[config.mk]
export PLATFORM = sky130hd
export DESIGN_NAME = switch_start_ctrl
export DESIGN_NICKNAME = d
export VERILOG_FILES = /design/src/rtl/switch_start_ctrl.sv
export SDC_FILE = /design/constraint.sdc
export NUM_CORES = 1
export LEC_CHECK = 0
export CAP_MARGIN = 20
export CORE_AREA = 5 5 67 57
export CTS_BUF_LIST = sky130_fd_sc_hd__clkbuf_8
export CTS_CLUSTER_SIZE = 10
export DETAILED_ROUTE_END_ITERATION = 8
export DIE_AREA = 0 0 72 62
export PLACE_DENSITY = 0.68
export RECOVER_POWER = 100
export SLEW_MARGIN = 20
export SYNTH_ARGS = -nofsm -noshare
export SYNTH_HDL_FRONTEND = slang
export SYNTH_SLANG_ARGS = --single-unit
[constraint.sdc]
create_clock -name clock -period 5.15 [get_ports clock]
set_input_delay 1.2875 -clock clock [delete_from_list [all_inputs] [get_ports clock]]
set_output_delay 1.2875 -clock clock [all_outputs]
set_load 0.01 [all_outputs]
[src/rtl/switch_start_ctrl.sv]
// Start-switch front end: per-channel sync + debounce lanes, fixed-priority
// grant gated on controller idle, and begin strobe/level with release lockout.

module ssc_debounce #(
  parameter int CNT_W       = 10,
  parameter int HOLD_CYCLES = 23
) (
  input  logic clock,
  input  logic reset,
  input  logic sw_i,
  output logic stable_o,
  output logic stable_nxt_o
);
  localparam logic [CNT_W-1:0] HOLD    = CNT_W'(HOLD_CYCLES);
  localparam logic [CNT_W-1:0] HOLD_M1 = CNT_W'(HOLD_CYCLES - 1);

  logic [1:0]       sync_q;
  logic [CNT_W-1:0] cnt_q, cnt_d;
  logic             stable_q, stable_d;

  always_comb begin
    cnt_d    = '0;
    stable_d = 1'b0;
    if (sync_q[1]) begin
      cnt_d    = (cnt_q < HOLD) ? cnt_q + 1'b1 : cnt_q;
      stable_d = stable_q | (cnt_q == HOLD_M1);
    end
  end

  always_ff @(posedge clock or posedge reset) begin
    if (reset) begin
      sync_q   <= '0;
      cnt_q    <= '0;
      stable_q <= 1'b0;
    end else begin
      sync_q   <= {sync_q[0], sw_i};
      cnt_q    <= cnt_d;
      stable_q <= stable_d;
    end
  end

  assign stable_o     = stable_q;
  assign stable_nxt_o = stable_d;
endmodule

module switch_start_ctrl #(
  parameter int NUM_CH      = 2,
  parameter int CNT_W       = 10,
  parameter int HOLD_CYCLES = 23,
  parameter int PULSE_MODE  = 1,
  parameter int SEL_W       = 1
) (
  input  logic              clock,
  input  logic              reset,
  input  logic [NUM_CH-1:0] sw_in,
  input  logic              idle,
  output logic [NUM_CH-1:0] stable_out,
  output logic [NUM_CH-1:0] begin_out,
  output logic [SEL_W-1:0]  sel_ch,
  output logic              busy_lock,
  output logic              err_multi
);
  typedef enum logic [1:0] {S_IDLE, S_FIRE, S_LOCK, S_LEVEL} state_t;

  state_t            state_q, state_d;
  logic [NUM_CH-1:0] stable_nxt, stable_dly_q, rise;
  logic [NUM_CH-1:0] pending_q, pending_d, grant_mask, new_pend;
  logic [SEL_W-1:0]  sel_q, sel_d, grant_idx;
  logic              grant_vld, seen, multi, err_q, err_d;

  for (genvar g = 0; g < NUM_CH; g++) begin : g_lane
    ssc_debounce #(.CNT_W(CNT_W), .HOLD_CYCLES(HOLD_CYCLES)) u_db (
      .clock        (clock),
      .reset        (reset),
      .sw_i         (sw_in[g]),
      .stable_o     (stable_out[g]),
      .stable_nxt_o (stable_nxt[g])
    );
  end

  assign rise     = stable_out & ~stable_dly_q;
  assign new_pend = rise & ~pending_q;

  // Walk high to low so the lowest pending index is the one left standing.
  always_comb begin
    grant_vld = 1'b0;
    grant_idx = '0;
    seen      = 1'b0;
    multi     = 1'b0;
    for (int i = NUM_CH - 1; i >= 0; i--) begin
      if (pending_q[i]) begin
        grant_vld = 1'b1;
        grant_idx = SEL_W'(i);
      end
    end
    for (int i = 0; i < NUM_CH; i++) begin
      if (new_pend[i]) begin
        if (seen) multi = 1'b1;
        seen = 1'b1;
      end
    end
  end

  always_comb begin
    state_d    = state_q;
    sel_d      = sel_q;
    grant_mask = '0;
    case (state_q)
      S_IDLE: begin
        if (idle && grant_vld) begin
          sel_d                 = grant_idx;
          grant_mask[grant_idx] = 1'b1;
          state_d               = (PULSE_MODE != 0) ? S_FIRE : S_LEVEL;
        end
      end
      S_FIRE:  state_d = S_LOCK;
      S_LOCK:  if (!stable_out[sel_q]) state_d = S_IDLE;
      // Leave on the debouncer's next value so begin drops with stable_out.
      S_LEVEL: if (!stable_nxt[sel_q]) state_d = S_IDLE;
      default: state_d = S_IDLE;
    endcase
    pending_d = (pending_q | rise) & stable_out & ~grant_mask;
    err_d     = (state_q == S_IDLE) && multi;
  end

  always_ff @(posedge clock or posedge reset) begin
    if (reset) begin
      state_q      <= S_IDLE;
      sel_q        <= '0;
      pending_q    <= '0;
      stable_dly_q <= '0;
      err_q        <= 1'b0;
    end else begin
      state_q      <= state_d;
      sel_q        <= sel_d;
      pending_q    <= pending_d;
      stable_dly_q <= stable_out;
      err_q        <= err_d;
    end
  end

  assign begin_out = (state_q == S_FIRE || state_q == S_LEVEL) ?
                     (NUM_CH'(1) << sel_q) : '0;
  assign sel_ch    = sel_q;
  assign busy_lock = (state_q != S_IDLE);
  assign err_multi = err_q;
endmodule

### After elaboration in Yosys (flattened, before gate mapping)

Index checks and enable logic that the tools add are counted.

* shift operators: 1
* equality and inequality tests: 10
* magnitude comparators: 5
* reductions and logical operators: 8
* add/subtract/negate cells: 2
* bitwise operators: 10
* multiplexer cells: 25

Operators with widths (count)
* 2-to-1 mux 10 bit: 4
* adder 10 x 1 -> 10 bit, second input constant: 2
* equality test 10 x 5 -> 1 bit, second input constant: 2
* less-than comparator 10 x 5 -> 1 bit, second input constant: 2
* 2-to-1 mux 1 bit: 13
* 2-to-1 mux 2 bit: 6
* != test 2 bit, second input constant: 5
* AND 2 bit: 4
* case mux 2 bit (4 select lines): 1
* NOT 2 bit: 3
* equality test 2 bit, second input constant: 2
* less-than comparator 1 x 2 -> 1 bit, second input constant: 2
* logical AND 1 bit: 3
* AND reduction 3 bit: 1
* equality test 2 x 1 -> 1 bit, second input constant: 1
* zero test 2 bit: 1
* OR 1 bit: 2
* OR 2 bit: 1
* AND reduction 2 bit: 1
* nonzero test 2 bit: 1
* << shifter 1 x 1 -> 2 bit, first input constant: 1
* demux 1 bit (select 1 bit): 1
* greater-or-equal comparator 1 bit, second input constant: 1
* logical OR 1 bit: 1

* word-level logic and storage cells: 72
* bits in registers: 34
* input bits: 5
* output and inout bits: 7

### Depth between registers and ports, before layout

* depth after elaboration: 10
* gate-level depth with buffers: 6
* gate-level depth less buffers: 6

### By module

Synthesis repeated with hierarchy kept, for this count alone.

* cell total of the unflattened synthesis: 131
* area total of the unflattened synthesis: 1544.0 µm²

By module, submodules not included
* ssc_debounce: area an instance 598.1 µm², seq. area each 325.3 µm², times used 2, cells each 50
* switch_start_ctrl: area an instance 347.8 µm², seq. area each 200.2 µm², times used 1, cells each 31

### Least setup slack after synthesis

Ideal clock, no wire load.

* path type: register to output
* start: register sel_q, in the netlist sel_ch
* end: output port begin_out[0]
* stages on the path, launching flop included: 2
* required time: 3.863 ns
* path slack: 3.197 ns
* buffers on the path: 0
* data arrival time: 0.665 ns
* path through: dfrtp_1 -> nor2b_1

* longest elaborated chain between the ends: 2

Ends and longest elaborated chain
* from (decl): RTL line 68 `logic [SEL_W-1:0] sel_q, sel_d, grant_idx;`
* from (signal assigned): RTL line 135 `sel_q <= sel_d;`
* << shifter 1 x 1 -> 2 bit: RTL line 143 `(NUM_CH'(1) << sel_q) : '0;`
* 2-to-1 mux 2 bit: RTL line 142 `assign begin_out = (state_q == S_FIRE || state_q == S_LEVEL) ?`
* to (decl): RTL line 58 `output logic [NUM_CH-1:0] begin_out,`

Every way passes these cells.

==> key figures <==
Run status
  • Outcome: complete, but fails checks
  • Failing checks: max-capacitance violations, max-slew violations

Detailed routing
  • DRT antenna net count: 0
  • WL final: 2299 um
  • DR vias: 963
  • Drc violations: 0
  • DR WL/cell: 12.63 um
  • Initial DRC Count: 82
  • Vias/cell: 5.291
  • Pre-antenna DRT Iters: 4

Pwr
  • Pwr Total: 523.3 uW
  • Combinational fraction of design power: 0.038
  • Worst VDD drop: 0.1952 mV
  • Part of the power in registers: 0.533
  • Clk pwr share: 0.429
  • Switching share of total power: 0.2048
  • Power density cells: 309.4 nW/um2
  • Int Power: 416.2 uW
  • P_sw: 107.2 uW
  • Leakage: 0.0008379 uW

Global routing
  • Largest net degree at the start of global routing: 35
  • Initial antenna violation count: 0
  • Number of global-route vias before repair: 955
  • Total gr overflow: 0
  • Total GRT Usage: 0.1272
  • Global-route wire length before repair: 4160 um

Final layout
  • Most common cell after layout, fill and taps aside: dfrtp_1
  • Commonest non-fill, non-tap cells in the layout: dfrtp_1, and2_0, dlygate4sd3_1, inv_1, clkbuf_8
  • Layout net count: 150
  • Share of layout cells above drive strength 1: 0.07746
  • Area delta synth->final: 16.25%
  • Filler instances: 273
  • Fin cells: 182
  • ANT cells: 0

Clock tree
  • Clock latency on the worst-skew pair: 0.28 ns
  • Hold_buf cts: 0
  • Sink Count: 34
  • Post-CTS setup buffers: 0
  • Worst-path clk slew: 0.06 ns
  • CTS tree: yes
  • Clock buffer count from CTS: 5
  • Clock H-tree levels: 2
  • Post-CTS resize count: 0
  • Clock root buffer: clkbuf_8
  • Maximum clock path buffer count: 2

Flow run
  • MaxCap Viol Count: 1

Die
  • Row Count: 18
  • Starting Density: 0.4822
  • Core area: 3018 um2
  • Vert. Die Dim: 62 um
  • Die Wd: 72 um
  • Ports: 12
  • Die area: 4464 um2

Synthesis
  • Ys flop type: dfrtp_1
  • Syn. warnings: 0
  • Number of synthesized flops with an enable pin: 0
  • Netlist cell types: 36
  • Synth Instances: 126
  • Yosys reg bits: 34
  • Seq/Total Area, Yosys: 0.5847
  • Syn nets: 135
  • Syn_area_per_cell: 11.55 um2
  • Netlist Area Pre-Place: 1455 um2
  • FFs w/ async S/R, synth: 1.000

STA
  • Unrepaired setup endpoints after global routing: no
  • Period utilisation layout: 0.5867
  • Sum of negative setup slack: 0 ns
  • Fmax: 0.3310 GHz
  • Slew margin rel.: -0.1306
  • Slew Limit Fails: 35
  • Fin. Hold Viols: 0
  • Tmin final: 3.022 ns
  • Worst-margin pin slew: 1.696 ns
  • Setup-failing EPs final: 0
  • Worst Skew: 0.003784 ns

Worst hold path
  • WHS Path Cells: 0
  • Worst hold path type: reg2reg

Setup path
  • Startpoint Class: input pin
  • Arrival time worst endpoint: 3.10 ns
  • Crit Path Class: in2async
  • FF-to-FF path depth: 4
  • Crit path capture type: async pin
  • CP required: 5.23 ns
  • CP Max Fanout: 34

Placement
  • Placed cell count: 174
  • Routability cong.: 0.8219
  • Port bufs: 11
  • DP Wirelength: 1643 um
[synthesized netlist by cell type, types with 3 or more instances]
cell	instances	area share
dfrtp_1	34	0.58
and2_1	15	0.064
inv_1	9	0.023
a21oi_1	7	0.024
a21boi_0	4	0.021
ha_1	4	0.034
nand2_1	4	0.010
nand3_1	4	0.014
nor2_1	4	0.010
o21ai_0	4	0.014
o211a_1	3	0.021
o21a_1	3	0.015
[area by class of cell]
cell class / count / area, um2 / area share
Timing Repair Buffer: 12 / 113.9 / 0.06731
Sequential cell: 34 / 850.8 / 0.5030
Inverter: 9 / 33.78 / 0.01997
Tap cell: 40 / 50.05 / 0.02959
Multi-Input combinational cell: 79 / 533.0 / 0.3151
Clock buffer: 8 / 110.1 / 0.06509
[per-layer routing]
metal | routed length [um] | vias to the layer above | GRT usage | share of wire
met5 | 0 | - | 0 | 0
met2 | 1002 | 23 | 0.2003 | 0.44
li1 | - | 468 | - | -
met3 | 166 | 7 | 0.05949 | 0.072
met1 | 1080 | 465 | 0.1490 | 0.47
met4 | 49 | 0 | 0.06434 | 0.021
[sequential cells by signal, summed over array words and instances, names as in the netlist]
| name | cells |
|---|---|
| g_lane.u_db.cnt_q | 20 |
| pending_q | 2 |
| state_q | 2 |
| g_lane.u_db.stable_o | 2 |
| g_lane.u_db.sync_q | 4 |
| stable_dly_q | 2 |
| err_multi | 1 |
| sel_ch | 1 |
[kinds of logic (layout without fill, tap and decap cells)]
logic type               Yosys count  count (layout)  synth area share
adder cells (fa/ha/maj)            4               4           0.03440
AO/OA/AOI/OAI                     31              31            0.1513
AND/OR/NAND/NOR                   42              42            0.1788
flip-flops                        34              34            0.5847
buffers and inverters             13              29           0.03869
XOR/XNOR                           2               2           0.01204
[critical path: stages]
cell           delay [ns]
dlygate4sd3_1        0.53
inv_1                0.05
clkbuf_1             1.22
[worst paths after layout]
kind / startpoint / slack, ns / endpoint
max: reset / 2.13 / g_lane[1].u_db.cnt_q[1]
min: g_lane[1].u_db.sync_q[0] / 0.36 / g_lane[1].u_db.sync_q[1]
max reg2reg: g_lane[1].u_db.cnt_q[6] / 3.14 / g_lane[1].u_db.cnt_q[2]
min reg2reg: g_lane[1].u_db.sync_q[0] / 0.36 / g_lane[1].u_db.sync_q[1]
max in group clock: state_q[0] / 2.32 / busy_lock
min in group asynchronous: reset / 2.04 / g_lane[0].u_db.sync_q[0]
[power by group through the flow]
stage	registers [uW]	logic, uW	clock network, uW
after global placement	283	20.6	0
after global routing	280	23.1	246
final	279	19.8	225
after CTS	279	21.8	230
after floorplan	281	16.0	0
after detailed placement	284	21.6	0
[per-stage QoR]
step	hold WS (ns)	cell area, um2	util	setup slack (ns)
global placement	0.3332	1600	0.5303	2.752
global route	0.3759	1692	0.5605	1.561
CTS	0.3649	1710	0.5668	2.428
floorplan	0.3312	1455	-	3.115
detailed placement	0.3499	1600	0.5303	2.734
finish	0.3624	1692	0.5605	2.128
Power figures use the tool's default switching activity.
